[config.mk]
export PLATFORM = sky130hd
export DESIGN_NAME = muldiv_unit_flat
export DESIGN_NICKNAME = d
export VERILOG_FILES = /design/src/rtl/muldiv_unit_if.sv /design/src/rtl/muldiv_unit.sv /design/src/flat_wrapper.sv
export SDC_FILE = /design/constraint.sdc
export NUM_CORES = 1
export LEC_CHECK = 0
export ABC_AREA = 1
export ABC_CLOCK_PERIOD_IN_PS = 3380
export BUFFER_PORTS_ARGS = -buffer_cell sky130_fd_sc_hd__buf_4
export CAP_MARGIN = 20
export CORE_MARGIN = 5
export CORE_UTILIZATION = 61
export CTS_CLUSTER_DIAMETER = 150
export DETAILED_ROUTE_END_ITERATION = 8
export GPL_TIMING_DRIVEN = 0
export MAX_ROUTING_LAYER = met4
export PLACE_DENSITY = 0.82
export SYNTH_ARGS = -nofsm -noshare
export SYNTH_HDL_FRONTEND = slang
export SYNTH_SLANG_ARGS = --single-unit
[constraint.sdc]
create_clock -name clk -period 3.38 [get_ports clk]
set_input_delay 1.014 -clock clk [delete_from_list [all_inputs] [get_ports clk]]
set_output_delay 1.014 -clock clk [all_outputs]
set_load 0.1 [all_outputs]
[src/rtl/muldiv_unit_if.sv]
// Request/write-back bundle between the core issue logic and muldiv_unit.
// master = core side (issues ops, receives write-back), slave = the unit.
interface muldiv_unit_if;
  logic        start;
  logic [2:0]  op;
  logic [31:0] operand_a;
  logic [31:0] operand_b;
  logic [4:0]  rd_addr;
  logic        busy;
  logic        done;
  logic [31:0] wb_data;
  logic [4:0]  wb_reg_addr;
  logic        wb_write_en;
  logic        illegal_op;

  modport master (
    output start, op, operand_a, operand_b, rd_addr,
    input  busy, done, wb_data, wb_reg_addr, wb_write_en, illegal_op
  );

  modport slave (
    input  start, op, operand_a, operand_b, rd_addr,
    output busy, done, wb_data, wb_reg_addr, wb_write_en, illegal_op
  );
endinterface

[src/rtl/muldiv_unit.sv]
// Iterative RV32M multiply/divide unit: 32-step shift-add / restoring divide.
// Define MULDIV_DIV_EN to build the divider; otherwise divide ops flag illegal_op.
module muldiv_unit (
  input  logic         clk,
  input  logic         reset,
  muldiv_unit_if.slave bus
);
  localparam int unsigned XLEN  = 32;
  localparam int unsigned PW    = 2 * XLEN;
  localparam int unsigned CNT_W = 5;
  localparam int unsigned RW    = 5;

  typedef enum logic [1:0] {IDLE, CALC, DONE} state_e;

  state_e            state_q, state_d;
  logic [CNT_W-1:0]  cnt_q, cnt_d;
  logic [2:0]        op_q, op_d;
  logic [RW-1:0]     rd_q, rd_d;
  logic              neg_q, neg_d;
  logic [XLEN-1:0]   opb_q, opb_d, acc_hi_q, acc_hi_d, acc_lo_q, acc_lo_d;
  logic [XLEN-1:0]   wb_data_q, wb_data_d;
  logic [RW-1:0]     wb_reg_addr_q, wb_reg_addr_d;
  logic              busy_q, busy_d, done_q, done_d;
  logic              wb_write_en_q, wb_write_en_d, illegal_op_q, illegal_op_d;

  logic              signed_a, signed_b, sign_a, sign_b;
  logic [XLEN-1:0]   mag_a, mag_b;
  logic              special;
  logic [XLEN-1:0]   special_res;
  logic [XLEN:0]     mul_sum;
  logic [XLEN-1:0]   step_hi, step_lo, result;
  logic [PW-1:0]     prod, prod_s;
`ifdef MULDIV_DIV_EN
  logic [XLEN:0]     div_shift, div_diff;
  logic [XLEN-1:0]   div_val;
`endif

  // Operand signedness and magnitudes for the incoming request
  always_comb begin
    signed_a = (bus.op == 3'b001) || (bus.op == 3'b010) || (bus.op == 3'b100) || (bus.op == 3'b110);
    signed_b = (bus.op == 3'b001) || (bus.op == 3'b100) || (bus.op == 3'b110);
    sign_a   = signed_a & bus.operand_a[XLEN-1];
    sign_b   = signed_b & bus.operand_b[XLEN-1];
    mag_a    = sign_a ? XLEN'(-bus.operand_a) : bus.operand_a;
    mag_b    = sign_b ? XLEN'(-bus.operand_b) : bus.operand_b;
`ifdef MULDIV_DIV_EN
    special     = bus.op[2] && ((bus.operand_b == '0) ||
                  (!bus.op[0] && bus.operand_a == 32'h8000_0000 && bus.operand_b == 32'hFFFF_FFFF));
    if (bus.operand_b == '0)
      special_res = bus.op[1] ? bus.operand_a : 32'hFFFF_FFFF;
    else
      special_res = bus.op[1] ? 32'h0 : 32'h8000_0000;
`else
    special     = bus.op[2];
    special_res = '0;
`endif
  end

  // One iteration: hi:lo holds partial product or remainder:quotient
  always_comb begin
    mul_sum = {1'b0, acc_hi_q} + ({1'b0, opb_q} & {(XLEN+1){acc_lo_q[0]}});
    step_hi = mul_sum[XLEN:1];
    step_lo = {mul_sum[0], acc_lo_q[XLEN-1:1]};
`ifdef MULDIV_DIV_EN
    div_shift = {acc_hi_q, acc_lo_q[XLEN-1]};
    div_diff  = div_shift - {1'b0, opb_q};
    if (op_q[2]) begin
      if (!div_diff[XLEN]) begin
        step_hi = div_diff[XLEN-1:0];
        step_lo = {acc_lo_q[XLEN-2:0], 1'b1};
      end else begin
        step_hi = div_shift[XLEN-1:0];
        step_lo = {acc_lo_q[XLEN-2:0], 1'b0};
      end
    end
`endif
  end

  // Final result from the last iteration's values, sign applied
  always_comb begin
    prod   = {step_hi, step_lo};
    prod_s = neg_q ? PW'(-prod) : prod;
    result = (op_q == 3'b000) ? prod_s[XLEN-1:0] : prod_s[PW-1:XLEN];
`ifdef MULDIV_DIV_EN
    div_val = op_q[1] ? step_hi : step_lo;
    if (op_q[2]) result = neg_q ? XLEN'(-div_val) : div_val;
`endif
  end

  // Next-state and output logic
  always_comb begin
    state_d       = state_q;
    cnt_d         = cnt_q;
    op_d          = op_q;
    rd_d          = rd_q;
    neg_d         = neg_q;
    opb_d         = opb_q;
    acc_hi_d      = acc_hi_q;
    acc_lo_d      = acc_lo_q;
    wb_data_d     = wb_data_q;
    wb_reg_addr_d = wb_reg_addr_q;
    busy_d        = 1'b0;
    done_d        = 1'b0;
    wb_write_en_d = 1'b0;
    illegal_op_d  = 1'b0;

    case (state_q)
      IDLE, DONE: begin
        state_d = IDLE;
        if (bus.start) begin
          op_d     = bus.op;
          rd_d     = bus.rd_addr;
          cnt_d    = '0;
          acc_hi_d = '0;
          acc_lo_d = mag_b;
          opb_d    = mag_a;
          neg_d    = sign_a ^ sign_b;
`ifdef MULDIV_DIV_EN
          if (bus.op[2]) begin
            acc_lo_d = mag_a;
            opb_d    = mag_b;
            neg_d    = bus.op[1] ? sign_a : (sign_a ^ sign_b);
          end
`endif
          if (special) begin
            state_d       = DONE;
            done_d        = 1'b1;
            wb_data_d     = special_res;
            wb_reg_addr_d = bus.rd_addr;
`ifdef MULDIV_DIV_EN
            wb_write_en_d = (bus.rd_addr != '0);
`else
            illegal_op_d  = 1'b1;
`endif
          end else begin
            state_d = CALC;
            busy_d  = 1'b1;
          end
        end
      end
      CALC: begin
        acc_hi_d = step_hi;
        acc_lo_d = step_lo;
        cnt_d    = cnt_q + CNT_W'(1);
        if (cnt_q == CNT_W'(XLEN - 1)) begin
          state_d       = DONE;
          done_d        = 1'b1;
          wb_data_d     = result;
          wb_reg_addr_d = rd_q;
          wb_write_en_d = (rd_q != '0);
        end else begin
          busy_d = 1'b1;
        end
      end
      default: state_d = IDLE;
    endcase
  end

  always_ff @(posedge clk) begin
    if (!reset) begin
      state_q       <= IDLE;
      cnt_q         <= '0;
      op_q          <= '0;
      rd_q          <= '0;
      neg_q         <= 1'b0;
      opb_q         <= '0;
      acc_hi_q      <= '0;
      acc_lo_q      <= '0;
      wb_data_q     <= '0;
      wb_reg_addr_q <= '0;
      busy_q        <= 1'b0;
      done_q        <= 1'b0;
      wb_write_en_q <= 1'b0;
      illegal_op_q  <= 1'b0;
    end else begin
      state_q       <= state_d;
      cnt_q         <= cnt_d;
      op_q          <= op_d;
      rd_q          <= rd_d;
      neg_q         <= neg_d;
      opb_q         <= opb_d;
      acc_hi_q      <= acc_hi_d;
      acc_lo_q      <= acc_lo_d;
      wb_data_q     <= wb_data_d;
      wb_reg_addr_q <= wb_reg_addr_d;
      busy_q        <= busy_d;
      done_q        <= done_d;
      wb_write_en_q <= wb_write_en_d;
      illegal_op_q  <= illegal_op_d;
    end
  end

  assign bus.busy        = busy_q;
  assign bus.done        = done_q;
  assign bus.wb_data     = wb_data_q;
  assign bus.wb_reg_addr = wb_reg_addr_q;
  assign bus.wb_write_en = wb_write_en_q;
  assign bus.illegal_op  = illegal_op_q;
endmodule

[src/flat_wrapper.sv]
// flat-port wrapper written by rule: the top's interface ports become plain ports
module muldiv_unit_flat 
  (clk, reset, bus_start, bus_op, bus_operand_a, bus_operand_b, bus_rd_addr, bus_busy, bus_done, bus_wb_data, bus_wb_reg_addr, bus_wb_write_en, bus_illegal_op);
  muldiv_unit_if bus_i ();
  input  logic clk;
  input  logic reset;
  input wire logic [$bits(bus_i.start)-1:0] bus_start;
  input wire logic [$bits(bus_i.op)-1:0] bus_op;
  input wire logic [$bits(bus_i.operand_a)-1:0] bus_operand_a;
  input wire logic [$bits(bus_i.operand_b)-1:0] bus_operand_b;
  input wire logic [$bits(bus_i.rd_addr)-1:0] bus_rd_addr;
  output wire logic [$bits(bus_i.busy)-1:0] bus_busy;
  output wire logic [$bits(bus_i.done)-1:0] bus_done;
  output wire logic [$bits(bus_i.wb_data)-1:0] bus_wb_data;
  output wire logic [$bits(bus_i.wb_reg_addr)-1:0] bus_wb_reg_addr;
  output wire logic [$bits(bus_i.wb_write_en)-1:0] bus_wb_write_en;
  output wire logic [$bits(bus_i.illegal_op)-1:0] bus_illegal_op;
  assign bus_i.start = bus_start;
  assign bus_i.op = bus_op;
  assign bus_i.operand_a = bus_operand_a;
  assign bus_i.operand_b = bus_operand_b;
  assign bus_i.rd_addr = bus_rd_addr;
  assign bus_busy = bus_i.busy;
  assign bus_done = bus_i.done;
  assign bus_wb_data = bus_i.wb_data;
  assign bus_wb_reg_addr = bus_i.wb_reg_addr;
  assign bus_wb_write_en = bus_i.wb_write_en;
  assign bus_illegal_op = bus_i.illegal_op;
  muldiv_unit u_core (.clk(clk), .reset(reset), .bus(bus_i));
endmodule
==> impl_metrics.json, run 1 <==
{
  "syn-num-nets": 2259,
  "overflow": 0,
  "critPathKind": "reg -> reg",
  "wl_per_cell_um": 17.4,
  "yosysWarnings": 0,
  "final_layout_size_suffix_gt1_share_pct": 12.4,
  "htree_num_levels": 4,
  "cp-endpoint": "u_core.bus.wb_data[18]",
  "synthArstFlopShare_pct": 0,
  "cts_tree": "built",
  "yosys.area.top_type": "dfxtp_1",
  "swShare_pct": 36.0,
  "cts.sinks": 153,
  "slew_headroom_pct": 51.6,
  "holdPathStages": 2,
  "outcome": "finished clean",
  "fp.dieH_um": 152,
  "p_leak_nw": 7.09,
  "p_comb_share_pct": 24.7,
  "grt.total_usage_pct": 37.7,
  "cp-startpoint": "u_core.acc_lo_q[0]",
  "cp_max_fo": 10,
  "area.growth.synth_to_final_pct": 15.9,
  "yosysMostFrequentCell": "nand2_1",
  "pre_cts_ws_ns": -0.357,
  "drtIter0Drc": 1845,
  "rsz0062_at_grt": "yes",
  "vias": 15000,
  "max_freq_ghz": 0.303,
  "place_hpwl_um": 34900,
  "intPower_w": 0.00327,
  "die-area_mm2": 0.0232,
  "power_density_mw_per_mm2": 357,
  "required_ns": 3.67,
  "final-max-slew-violation-count": 0,
  "antenna_left": 0,
  "cp_cell_sequence": "buf_4 -> nand2_1 -> inv_1 -> ha_2 -> fa_2 -> nand3_1 -> nand3_2 -> nand2_1 -> nand2_2 -> xnor2_4 -> nand2_2 -> nor2_1 -> nand3_2 -> nand2_2 -> o21ai_0 -> nand2_1 -> nand3_1 -> nand3_1 -> a21oi_1",
  "placed_cells": 2530,
  "cts_hold_buffers": 0,
  "p_switching_w": 0.00184,
  "timing.setup.tns_ns": 0,
  "synthesis.area_mm2": 0.0123,
  "finalCritPeriodShare_pct": 97.5,
  "initial_core_util_pct": 61.4,
  "syn_inst": 2146,
  "grt_pass1_wl_um": 69200,
  "clock_latency_ns": 0.44,
  "port-buffer-count": 114,
  "rows": 52,
  "io_pins": 116,
  "setup_viol": 0,
  "yosys.area.top_type_share_pct": 24.8,
  "period_minus_slack_ns": 3.30,
  "syn-mean-instance-area_um2": 5.75,
  "start_kind": "register",
  "cts-buffers-inserted": 17,
  "clkPwrFrac_pct": 36.2,
  "routed_wirelength_um": 44700,
  "tightest_slew_ns": 0.717,
  "routabilityCongestion": 1.01,
  "drc": 0,
  "hold_viol_final": 0,
  "worst_path_max_delay_cell": "fa_2",
  "placed_cell_area_mm2": 0.0135,
  "nets": 2395,
  "reg2reg_slack_ns": 0.08,
  "via_per_inst": 5.85,
  "nFillCells": 1787,
  "synth-main-ff-cell": "dfxtp_1",
  "grt_pass1_vias": 13500,
  "fin_ws_ns": 0.0841,
  "synth_edf_count": 0,
  "seq_power_share_pct": 39.1,
  "synth.area.top_cells": "dfxtp_1 (25%), nand2_1 (21%), inv_1 (9.0%), a21oi_1 (6.3%), nor2_1 (6.1%)",
  "worstSetupEndpointType": "register",
  "reg2regPathDepth": 19,
  "clk_pin_slew_ns": 0.07,
  "fin_area_mm2": 0.0143,
  "cts_root_buffer": "clkbuf_16",
  "grt_max_degree": 17,
  "synth_common_cells": "nand2_1 (693), inv_1 (297), nor2_1 (200)",
  "reg2reg_to": "u_core.bus.wb_data[18]",
  "min_path_type": "reg -> reg",
  "antenna_found_initial": 1,
  "clock_skew_ns": 0.0147,
  "clockBufferDepth": 2,
  "firstDrtPassIters": 7,
  "r2r-start": "u_core.acc_lo_q[0]",
  "ys_seq_area_share_pct": 24.8,
  "core_mm2": 0.0201,
  "crit_path_max_incr_delay_ns": 0.40,
  "die_w_um": 152,
  "ys_ff_latch": 153,
  "drv_cap": 0,
  "stdcell_count": 2566,
  "ys_types": 54,
  "ir_worst_vdd_mv": 0.386,
  "worstPathArrival_ns": 3.59,
  "fin_hold_ws_ns": 0.466
}
[cell type report]
cell class,count,area (um2),area share (%)
multi-input cells,1603,7970,55.8
flip-flops and latches,153,3060,21.4
inverters,312,1170,8.19
repair buffers,118,886,6.20
clock buffers,18,439,3.07
well taps,270,338,2.36
plain buffers,77,310,2.17
clock inverters,14,114,0.796
diodes,1,2.50,0.0175
[cell usage in the layout, fill, tap and decap left out, drive strengths merged, types with 2 or more instances in the layout]
cell,n
clkinv,10
inv,314
o221ai,11
or2,10
o211ai,14
a31oi,39
nor2,225
o31ai,3
xnor2,11
clkinvlp,2
dfxtp,153
xor2,28
clkbuf,84
nand4,31
o21ai,108
and2,2
nor4,9
buf,129
a21o,2
nand3b,12
nor3,33
nand3,144
nand2,713
ha,37
o311ai,3
a21oi,156
[repair_timing]
action | 4_1_cts | 5_1_grt
endpoints found under the setup margin | 28 | 23
setup buffers | 1 | 3
pin swaps | 1 | 3
resized for setup | 9 | 49
[per-layer routing]
layer	routed length, um	vias to the layer above	global-route usage [%]
met4	2100	0	16.1
met1	18400	6714	50.0
li1	-	7149	-
met2	19200	971	56.8
met3	5030	168	6.56
met5	0	-	-
[power by group through the flow]
| stage | sequential, W | combinational, W | clock, W |
|---|---|---|---|
| after floorplan | 0.00203 | 0.000770 | 0 |
| after global placement | 0.00202 | 0.00117 | 0 |
| after detailed placement | 0.00202 | 0.00119 | 0 |
| after CTS | 0.00198 | 0.00121 | 0.00184 |
| after global routing | 0.00200 | 0.00137 | 0.00193 |
| final | 0.00200 | 0.00126 | 0.00185 |
[worst min path at each step]
stage | start | to | slack, ns
detailed placement | u_core.bus.wb_data[8] | u_core.bus.wb_data[8] | 0.46
global placement | u_core.cnt_q[3] | u_core.cnt_q[3] | 0.45
global route | u_core.bus.wb_data[0] | u_core.bus.wb_data[0] | 0.48
finish | u_core.bus.wb_data[14] | u_core.bus.wb_data[14] | 0.47
CTS | u_core.bus.wb_data[8] | u_core.bus.wb_data[8] | 0.47
floorplan | u_core.cnt_q[3] | u_core.cnt_q[3] | 0.44
[registers in the layout (all words and copies together), names as in the netlist]
name	flops
u_core.opb_q	32
u_core.bus.wb_write_en	1
u_core.acc_lo_q	32
u_core.acc_hi_q	32
u_core.op_q	3
u_core.bus.illegal_op	1
u_core.bus.busy	1
u_core.cnt_q	5
u_core.rd_q	5
u_core.bus.done	1
u_core.bus.wb_data	32
u_core.state_q	2
u_core.bus.wb_reg_addr	5
u_core.neg_q	1
[metrics by stage]
stage	utilization, %	power, W
after floorplan	-	0.00280
after global placement	67.3	0.00319
after detailed placement	67.3	0.00321
after CTS	70.2	0.00503
after global routing	71.1	0.00530
final	71.1	0.00511
[critical path: cells and delay by family (launching register included)]
kind            cells  cell delay (ns)
flops               1             0.36
simple gates       12             1.45
compound gates      2             0.17
xor+xnor            1             0.29
fa+ha+maj           2             0.61
buf+inv             2             0.24
[cells by family (layout without fill, tap and decap cells)]
family / Yosys count / count (layout) / synth area share, %
compound gates: 344 / 344 / 15.4
simple gates: 1182 / 1182 / 41.0
buf+inv: 390 / 539 / 12.0
fa+ha+maj: 38 / 38 / 3.91
flops: 153 / 153 / 24.8
other cells: 0 / 1 / 0
xor+xnor: 39 / 39 / 2.83
No activity file was read; power rests on OpenSTA's default activity.
==> run 2: changes to the inputs <==
--- a/config.mk
+++ b/config.mk
@@ -7,15 +7,15 @@
 export LEC_CHECK = 0
 export ABC_AREA = 1
 export ABC_CLOCK_PERIOD_IN_PS = 3380
-export BUFFER_PORTS_ARGS = -buffer_cell sky130_fd_sc_hd__buf_4
 export CAP_MARGIN = 20
 export CORE_MARGIN = 5
-export CORE_UTILIZATION = 61
+export CORE_UTILIZATION = 65
 export CTS_CLUSTER_DIAMETER = 150
 export DETAILED_ROUTE_END_ITERATION = 8
+export DONT_BUFFER_PORTS = 1
 export GPL_TIMING_DRIVEN = 0
 export MAX_ROUTING_LAYER = met4
-export PLACE_DENSITY = 0.82
+export PLACE_DENSITY = 0.81
 export SYNTH_ARGS = -nofsm -noshare
 export SYNTH_HDL_FRONTEND = slang
 export SYNTH_SLANG_ARGS = --single-unit
==> impl_metrics.json, run 2 (synthesis gave the netlist of run 1 again) <==
{
  "placed_cell_area_mm2": 0.0126,
  "cts.sinks": 153,
  "setup_viol": 0,
  "drc": 0,
  "fin_area_mm2": 0.0135,
  "clockBufferDepth": 2,
  "clock_latency_ns": 0.44,
  "fin_ws_ns": 0.109,
  "grt_max_degree": 17,
  "p_leak_nw": 6.55,
  "cp_cell_sequence": "clkbuf_4 -> nand2_1 -> inv_1 -> ha_1 -> fa_2 -> nand3_2 -> nand3_4 -> nand2_1 -> nand2_4 -> xnor2_4 -> nand4_1 -> o21ai_2 -> nand2_2 -> nor2_2 -> nand2_1 -> nand3_1 -> nand3_1 -> a21oi_1",
  "area.growth.synth_to_final_pct": 9.24,
  "routabilityCongestion": 1.07,
  "grt_pass1_wl_um": 67500,
  "min_path_type": "reg -> reg",
  "antenna_left": 0,
  "io_pins": 116,
  "critPathKind": "reg -> reg",
  "start_kind": "register",
  "period_minus_slack_ns": 3.27,
  "cp_common_cell": "nand2_1",
  "rows": 50,
  "die_w_um": 148,
  "grt_pass1_vias": 13100,
  "drtIter0Drc": 1987,
  "cts_tree": "built",
  "htree_num_levels": 4,
  "via_per_inst": 6.00,
  "placed_cells": 2380,
  "clock_skew_ns": 0.0174,
  "nets": 2281,
  "place_hpwl_um": 34300,
  "slew_headroom_pct": 33.5,
  "worst_path_max_delay_cell": "fa_2",
  "tightest_slew_ns": 0.996,
  "hold_viol_final": 0,
  "clk_pin_slew_ns": 0.07,
  "required_ns": 3.75,
  "final_layout_size_suffix_gt1_share_pct": 7.80,
  "stdcell_count": 2415,
  "worstSetupEndpointType": "register",
  "initial_core_util_pct": 66.0,
  "antenna_found_initial": 2,
  "die-area_mm2": 0.0218,
  "outcome": "finished clean",
  "max_freq_ghz": 0.306,
  "drv_cap": 0,
  "min_from": "u_core.acc_hi_q[0]",
  "cp_max_fo": 10,
  "wl_per_cell_um": 18.2,
  "cp-startpoint": "u_core.acc_lo_q[0]",
  "cts-buffers-inserted": 17,
  "timing.setup.tns_ns": 0,
  "pre_cts_ws_ns": -0.404,
  "crit_path_max_incr_delay_ns": 0.41,
  "final_cell_mix": "nand2_1 (684), inv_1 (295), nor2_1 (187)",
  "final-max-slew-violation-count": 0,
  "ir_worst_vdd_mv": 0.452,
  "overflow": 0,
  "vias": 14500,
  "r2r-start": "u_core.acc_lo_q[0]",
  "power_density_mw_per_mm2": 385,
  "fp.dieH_um": 148,
  "core_mm2": 0.0187,
  "final_common_cell": "nand2_1",
  "grt.total_usage_pct": 39.9,
  "port-buffer-count": 0,
  "finalCritPeriodShare_pct": 96.8,
  "cts_root_buffer": "clkbuf_16",
  "worstPathArrival_ns": 3.64,
  "firstDrtPassIters": 8,
  "final_core_util_pct": 72.1,
  "routed_wirelength_um": 43900
}
-- run 2: cell types whose count changed in the layout (fill, tap and decap cells not counted), moves of 2 or more --
| cell | previous run | this run |
|---|---|---|
| buf_4 | 119 | 4 |
| ha_2 | 11 | 7 |
| nor2_2 | 27 | 32 |
| o21ai_0 | 98 | 96 |
| clkbuf_4 | 1 | 3 |
| ha_1 | 25 | 28 |
| clkinv_2 | 3 | 1 |
| inv_8 | 2 | 0 |
| nand3_4 | 1 | 3 |
| bufinv_16 | 0 | 3 |
| clkinv_4 | 3 | 0 |
| nor2_1 | 191 | 187 |
-- run 2: worst paths after layout --
path         slack [ns]                     end  cells after the start
max                0.11  u_core.bus.wb_data[17]                     18
max reg2reg        0.11  u_core.bus.wb_data[17]                     18
min reg2reg        0.47      u_core.acc_hi_q[0]                      2
min                0.47      u_core.acc_hi_q[0]                      2
-- run 2: worst max-delay path: cells and delay by family (launching register included) --
kind | cells | cell delay, ns
and+or+nand+nor | 11 | 1.33
adders and majority gates | 2 | 0.65
xor gates and xnor gates | 1 | 0.25
AOI/OAI and AO/OA | 2 | 0.36
buffers and inverters | 2 | 0.25
DFF | 1 | 0.36
-- run 2: what timing repair did --
item                                    CTS  global route
pin swaps                                 3             2
hold buffers                              0             0
resized for setup                        21            43
setup buffers                             3             1
endpoints found under the setup margin   28            28
-- run 2: power breakdown --
| group | leakage, nW | switching, W | internal (W) |
|---|---|---|---|
| Clock | 0.293 | 0.000832 | 0.00121 |
| Combinational | 5.00 | 0.000778 | 0.000338 |
| Sequential | 1.25 | 0.000144 | 0.00189 |
-- run 2: metrics by stage --
stage | hold WS (ns) | total power, W
finish | 0.470 | 0.00519
global route | 0.493 | 0.00538
CTS | 0.473 | 0.00512
detailed placement | 0.458 | 0.00311
global placement | 0.451 | 0.00309
floorplan | 0.437 | 0.00280
-- run 2: cell type report --
| class | instances | area (um2) |
|---|---|---|
| buffer | 77 | 313 |
| clock inverter | 12 | 161 |
| sequential | 153 | 3060 |
| clock buffer | 19 | 453 |
| antenna | 1 | 2.50 |
| timing repair buffer | 4 | 30.0 |
| fill | 1673 | 5230 |
| inverter | 312 | 1170 |
| tap | 234 | 293 |
| multi-input combinational | 1603 | 7990 |
-- run 2: metal layers --
layer / routed length [um] / track usage [%]
met1: 17800 / 52.4
met5: 0 / -
met2: 19000 / 60.4
met3: 5250 / 8.40
met4: 1880 / 15.8
